--- config.mk ---
export PLATFORM = sky130hd
export DESIGN_NAME = jam_search_param
export DESIGN_NICKNAME = d
export VERILOG_FILES = /design/src/rtl/jam_search_param.sv
export SDC_FILE = /design/constraint.sdc
export NUM_CORES = 1
export LEC_CHECK = 0
export CAP_MARGIN = 40
export CORE_MARGIN = 5
export CORE_UTILIZATION = 50
export DETAILED_ROUTE_END_ITERATION = 16
export PLACE_DENSITY = 0.66
export SYNTH_ARGS = -nofsm -noshare
export SYNTH_HDL_FRONTEND = slang
export SYNTH_SLANG_ARGS = --single-unit
--- constraint.sdc ---
create_clock -name CLK -period 11.5 [get_ports CLK]
set_input_delay 2.875 -clock CLK [delete_from_list [all_inputs] [get_ports CLK]]
set_output_delay 2.875 -clock CLK [all_outputs]
set_load 0.005 [all_outputs]
--- src/rtl/jam_search_param.sv ---
// rtl/jam_search_param.sv - exhaustive N x N job-assignment search with min/max mode
module jam_search_param #(
    parameter int N      = 8,
    parameter int COST_W = 7,
    parameter int IDX_W  = 3,
    parameter int SUM_W  = 10,
    parameter int CNT_W  = 16
) (
    input  logic              CLK,
    input  logic              RST,
    input  logic              start,
    input  logic              mode,
    output logic [IDX_W-1:0]  W,
    output logic [IDX_W-1:0]  J,
    input  logic [COST_W-1:0] Cost,
    output logic              busy,
    output logic [CNT_W-1:0]  MatchCount,
    output logic [SUM_W-1:0]  MinCost,
    output logic              Valid
);
    localparam int DEPTH = 1 << IDX_W;

    typedef enum logic [2:0] {S_IDLE, S_LOAD, S_ACC, S_UPD, S_DONE} state_t;

    state_t            state_q, state_d;
    logic              mode_q, mode_d;
    logic              first_q, first_d;
    logic [IDX_W-1:0]  w_q, w_d, j_q, j_d, idx_q, idx_d;
    logic [SUM_W-1:0]  sum_q, sum_d, best_q, best_d;
    logic [CNT_W-1:0]  cnt_q, cnt_d;
    logic              valid_q, valid_d, busy_q, busy_d;
    logic [COST_W-1:0] arr_q [N][DEPTH];
    logic [COST_W-1:0] arr_d [N][DEPTH];
    logic [IDX_W-1:0]  perm_q [N];
    logic [IDX_W-1:0]  perm_d [N];

    logic [COST_W-1:0] term;
    int                piv_i, succ_i;
    logic              found;
    logic [IDX_W-1:0]  piv_val, succ_val;
    logic [IDX_W-1:0]  tmp_perm [N];
    logic [IDX_W-1:0]  nxt_perm [N];
    logic              better, equal;

    always_comb begin
        term = '0;
        for (int i = 0; i < N; i++) begin
            if (idx_q == IDX_W'(i)) term = arr_q[i][perm_q[i]];
        end
    end

    // Next lexicographic permutation; the suffix right of the pivot is descending,
    // so the last larger element is the smallest one exceeding the pivot.
    always_comb begin
        found = 1'b0;
        piv_i = 0;
        for (int i = 0; i < N - 1; i++) begin
            if (perm_q[i] < perm_q[i+1]) begin
                found = 1'b1;
                piv_i = i;
            end
        end
        piv_val = '0;
        for (int i = 0; i < N; i++) begin
            if (i == piv_i) piv_val = perm_q[i];
        end
        succ_i = N - 1;
        for (int k = 0; k < N; k++) begin
            if (k > piv_i && perm_q[k] > piv_val) succ_i = k;
        end
        succ_val = '0;
        for (int k = 0; k < N; k++) begin
            if (k == succ_i) succ_val = perm_q[k];
        end
        for (int k = 0; k < N; k++) begin
            tmp_perm[k] = perm_q[k];
            if (k == piv_i) tmp_perm[k] = succ_val;
            if (k == succ_i) tmp_perm[k] = piv_val;
        end
        for (int k = 0; k < N; k++) begin
            nxt_perm[k] = tmp_perm[k];
            for (int m = 0; m < N; m++) begin
                if (k > piv_i && m == N + piv_i - k) nxt_perm[k] = tmp_perm[m];
            end
        end
    end

    assign better = mode_q ? (sum_q > best_q) : (sum_q < best_q);
    assign equal  = (sum_q == best_q);

    always_comb begin
        state_d = state_q;
        mode_d  = mode_q;
        first_d = first_q;
        w_d     = w_q;
        j_d     = j_q;
        idx_d   = idx_q;
        sum_d   = sum_q;
        best_d  = best_q;
        cnt_d   = cnt_q;
        valid_d = 1'b0;
        busy_d  = busy_q;
        arr_d   = arr_q;
        perm_d  = perm_q;
        case (state_q)
            S_IDLE: begin
                if (start) begin
                    mode_d  = mode;
                    first_d = 1'b1;
                    w_d     = '0;
                    j_d     = '0;
                    busy_d  = 1'b1;
                    state_d = S_LOAD;
                end
            end
            S_LOAD: begin
                for (int i = 0; i < N; i++) begin
                    if (w_q == IDX_W'(i)) arr_d[i][j_q] = Cost;
                end
                if (j_q == IDX_W'(N - 1)) begin
                    if (w_q == IDX_W'(N - 1)) begin
                        for (int i = 0; i < N; i++) perm_d[i] = IDX_W'(i);
                        sum_d   = '0;
                        idx_d   = '0;
                        state_d = S_ACC;
                    end else begin
                        w_d = w_q + IDX_W'(1);
                        j_d = '0;
                    end
                end else begin
                    j_d = j_q + IDX_W'(1);
                end
            end
            S_ACC: begin
                sum_d = sum_q + SUM_W'(term);
                if (idx_q == IDX_W'(N - 1)) begin
                    idx_d   = '0;
                    state_d = S_UPD;
                end else begin
                    idx_d = idx_q + IDX_W'(1);
                end
            end
            S_UPD: begin
                first_d = 1'b0;
                if (first_q || better) begin
                    best_d = sum_q;
                    cnt_d  = CNT_W'(1);
                end else if (equal && cnt_q != '1) begin
                    cnt_d = cnt_q + CNT_W'(1);
                end
                if (found) begin
                    perm_d  = nxt_perm;
                    sum_d   = '0;
                    state_d = S_ACC;
                end else begin
                    valid_d = 1'b1;
                    state_d = S_DONE;
                end
            end
            S_DONE: begin
                busy_d  = 1'b0;
                state_d = S_IDLE;
            end
            default: state_d = S_IDLE;
        endcase
    end

    always_ff @(posedge CLK or negedge RST) begin
        if (!RST) begin
            state_q <= S_IDLE;
            mode_q  <= 1'b0;
            first_q <= 1'b0;
            w_q     <= '0;
            j_q     <= '0;
            idx_q   <= '0;
            sum_q   <= '0;
            best_q  <= '0;
            cnt_q   <= '0;
            valid_q <= 1'b0;
            busy_q  <= 1'b0;
            for (int i = 0; i < N; i++) begin
                perm_q[i] <= '0;
                for (int k = 0; k < DEPTH; k++) arr_q[i][k] <= '0;
            end
        end else begin
            state_q <= state_d;
            mode_q  <= mode_d;
            first_q <= first_d;
            w_q     <= w_d;
            j_q     <= j_d;
            idx_q   <= idx_d;
            sum_q   <= sum_d;
            best_q  <= best_d;
            cnt_q   <= cnt_d;
            valid_q <= valid_d;
            busy_q  <= busy_d;
            arr_q   <= arr_d;
            perm_q  <= perm_d;
        end
    end

    assign W          = w_q;
    assign J          = j_q;
    assign busy       = busy_q;
    assign MatchCount = cnt_q;
    assign MinCost    = best_q;
    assign Valid      = valid_q;
endmodule

==> summary.md <==
| Metric | Value |
|---|---|
| Post-Synth Simple-Gate Area | 0.08758 |
| Delay of the slowest critical-path stage | between 0.7 and 0.8 ns |
| Final net count | 2493 |
| Crit path max fanout | 13 |
| Adder-cell area share of the yosys netlist | 0.03057 |
| Largest family of logic cells by synthesized area | multiplexers |
| CTS clk-pin slew, worst paths | approximately 0.07 ns |
| Comb pwr share | 0.492 |
| Status | complete, no violations |
| Avg Cell Area, Syn | 11.88 um^2 |
| Die X | roughly 250 um |
| Wirelength, routed | 87990 um |
| Ys flop type | dfrtp_1 |
| Post-CTS setup buffer count | 0 |
| Post-synth EDFFs | 0 |
| CTS root buf | clkbuf_16 |
| Sequential area share after synthesis | 0.4603 |
| Port Buffers | 44 |
| Slowest stage cell, crit path | a22oi_1 |
| Synthesis-to-layout area growth | 11.24% |
| Vias | 20700 |
| Final Wtd Congestion | ~1.0 |
| Average wire per standard cell | approximately 27 um |
| Placed insts | 3111 |
| Vias in the first global route | between 20000 and 25000 |
| Seq pwr share | 0.319 |
| Worst EP arrival | 10.30 ns |
| WHS Endpoint | arr_q[150] |
| Leak Pwr | between 10 and 15 nW |
| Max_cap viols | 0 |
| Post-route minimum period | 9.823 ns |
| Remaining routing DRC violations | 0 |
| YS warnings | 0 |
| Final period util | 0.8542 |
| Io pins | between 40 and 50 |
| Mux share of post-synthesis cell area | 0.2903 |
| Setup violators final | 0 |
| Synth unique cells | 96 |
| Site row count | just under 90 |
| R2r endpoint | perm_q[1] |
| Fin. max-slew vios | 0 |
| Hpwl dp | 61180 um |
| Ys async rst share | 1.000 |
| Switching Share | 0.4180 |
| HP Start | arr_q[150] |
| Kind of end point of the critical path | flip-flop |
| Classification of the worst setup path | reg2reg |
| CTS tree | done |
| Hold Fails Final Rpt | 0 |
| Worst skew pair latency | about 0.62 ns |
| Setup TNS | 0 ns |
| H-tree levels | 2 |
| Die Y | approximately 250 um |
| Clock Path Buffers | 3 |
| Worst VDD drop | 0.1680 mV |
| Core Area | 0.05639 mm^2 |
| FF+latch count, synth | approximately 520 |
| Post-Syn Area | roughly 0.028 mm^2 |
| Int Pwr | 5.693 mW |
| Crit path launch type | flip-flop |
| R2R cell count | 33 |
| R2r setup slk | ~1.7 ns |
| RSZ-0062 raised after global routing | false |
| Compound-gate portion of the synthesized area | 0.09725 |
| Maximum clock frequency | a little over 0.1 GHz |
| Initial core utilization | 0.5052 |
| Hold crit path type | reg2reg |
| Clock Power Share | 0.188 |
| 1st-pass router iterations | 6 |
| N_diodes | 0 |
| Layout cells sized above 1 | 0.3157 |
| Congestion Overflow GR | 0 |
| Synth Instances | ~2400 |
| Hold-fix buffers at CTS | 0 |
| Relative max-transition margin | 0.3302 |
| Detail Route Antenna Nets | 0 |
| Xor/xnor share of the synthesized area | 0.005227 |
| DIE AREA | approximately 0.062 mm^2 |
| First-pass GRT wire length | 134800 um |
| PostCTS Resize Cnt | 0 |
| Largest net degree at the start of global routing | 155 |
| Worst r2r src | perm_q[14] |
| All-Layer GR Usage | 0.2795 |
| Clock Sinks | between 500 and 600 |
| Data required time of the critical path | approximately 12 ns |
| Antenna violations before repair | 1 |
| Post-route insts no fill | around 3200 |
| Synth Net Count | ~2500 |
| Via/cell ratio | 6.446 |
| Clock Skews | between 0.04 and 0.05 ns |
| Worst Tran Pin Value | between 1 and 1.5 ns |
| PwrDens | slightly above 300 mW/mm^2 |
| Hold-critical path depth | 1 |
| DR iter-0 viols | between 2000 and 2500 |
| P_sw | between 4 and 5 mW |
| Cts bufs inserted | 56 |
==> worst max path at each step <==
| stage | end | depth (start not counted) | startpoint | slack (ns) |
|---|---|---|---|---|
| after global routing | perm_q[1] | 33 | perm_q[14] | 1.11 |
| after detailed placement | perm_q[1] | 33 | perm_q[14] | 1.86 |
| final | perm_q[1] | 33 | perm_q[14] | 1.68 |
| after CTS | perm_q[16] | 33 | perm_q[14] | 1.88 |
| after global placement | perm_q[16] | 33 | perm_q[14] | 2.06 |
| after floorplan | perm_q[13] | 30 | perm_q[5] | 4.32 |
==> registers in the layout (all words and copies together) (netlist names) <==
register / count
MatchCount: 16
busy: 1
sum_q: 10
first_q: 1
MinCost: 10
state_q: 3
idx_q: 3
J: 3
perm_q: 24
mode_q: 1
W: 3
Valid: 1
arr_q: 448
==> power by group through the flow <==
stage	clock [mW]	combinational, mW	sequential [mW]
2_1_floorplan	0	3.30	2.96
3_3_place_gp	0	4.64	3.08
3_5_place_dp	0	4.71	3.14
4_1_cts	1.88	4.72	3.11
5_1_grt	1.95	5.13	3.21
6_report	1.84	4.82	3.12
==> cell type report <==
type,instances,area [um^2]
flip-flops and latches,524,13110
fillers,4737,24700
repair buffers,101,907.1
inverters,67,254.0
well taps,756,945.9
clock buffers,75,1583
multi-input cells,1663,14570
clock inverters,25,310.3
==> critical path, delay by kind of cell, from the launching register on <==
| family | cells | cell delay, ns |
|---|---|---|
| DFF | 1 | 0.73 |
| buffers and inverters | 5 | 1.70 |
| muxes | 1 | 0.60 |
| AOI/OAI and AO/OA | 15 | 3.76 |
| adders and majority gates | 3 | 1.17 |
| and+or+nand+nor | 9 | 1.70 |
==> layout by cell type, fill, tap and decap left out, types with 14 or more instances in the layout <==
cell type        synthesis  routed
clkbuf_16                0      56
inv_1                   58      58
nand3_1                 40      40
mux4_2                 112     112
mux2i_1                 54      54
nor2b_1                 17      16
dfrtp_1                524     523
buf_4                    2      50
a31oi_1                 32      32
nor2_1                  98      98
ha_1                    68      68
o22ai_1                 20      20
a211oi_1                17      17
or3_1                   14      14
o21ai_0                 97      97
and3_1                  24      24
nor3_1                  32      30
clkdlybuf4s50_1          0      36
nand2_1                245     245
o211ai_1                15      15
mux2_2                 461     461
a21oi_1                 83      83
==> routing by layer <==
layer	vias up	routed length, um	GRT usage
met2	771	42100	0.4547
met5	-	0	0
met4	0	3797	0.1110
met3	230	5336	0.04479
met1	10720	36750	0.3798
li1	8974	-	-
==> cells in the mapped netlist, types with 13 or more instances <==
cell / instances / area (um^2)
nor2b_1: 17 / 106.4
buf_1: 26 / 97.59
nand2_1: 245 / 919.6
o22ai_1: 20 / 125.1
and3_1: 24 / 150.1
clkbuf_1: 107 / 401.6
nor3_1: 32 / 160.2
ha_1: 68 / 850.8
nor2_1: 98 / 367.9
nand3_1: 40 / 200.2
inv_1: 58 / 217.7
or3_1: 14 / 87.58
mux2i_1: 54 / 540.5
mux4_2: 112 / 2522
a21oi_1: 83 / 415.4
o21ai_0: 97 / 485.5
dfrtp_1: 524 / 13110
mux2_2: 461 / 5191
o21ai_1: 13 / 65.06
a211oi_1: 17 / 127.6
a22oi_1: 13 / 97.59
a31oi_1: 32 / 200.2
o211ai_1: 15 / 112.6
==> kinds of logic after synthesis <==
logic type | count (synthesis)
multiplexers | 628
AND/OR/NAND/NOR | 534
flip-flops | 524
AO/OA/AOI/OAI | 415
buffers and inverters | 211
adder cells (fa/ha/maj) | 69
XOR/XNOR | 17
==> through the flow <==
step	util	setup slack (ns)	instance area (um^2)	hold slack (ns)	power [mW]
after floorplan	-	4.315	28490	0.4739	6.256
after global placement	0.5261	2.057	29660	0.4816	7.712
after detailed placement	0.5284	1.859	29790	0.4884	7.847
after CTS	0.5620	1.879	31690	0.5015	9.715
after global routing	0.5620	1.112	31690	0.5084	10.29
final	0.5620	1.677	31690	0.5004	9.782
No activity file was read; power rests on OpenSTA's default activity.
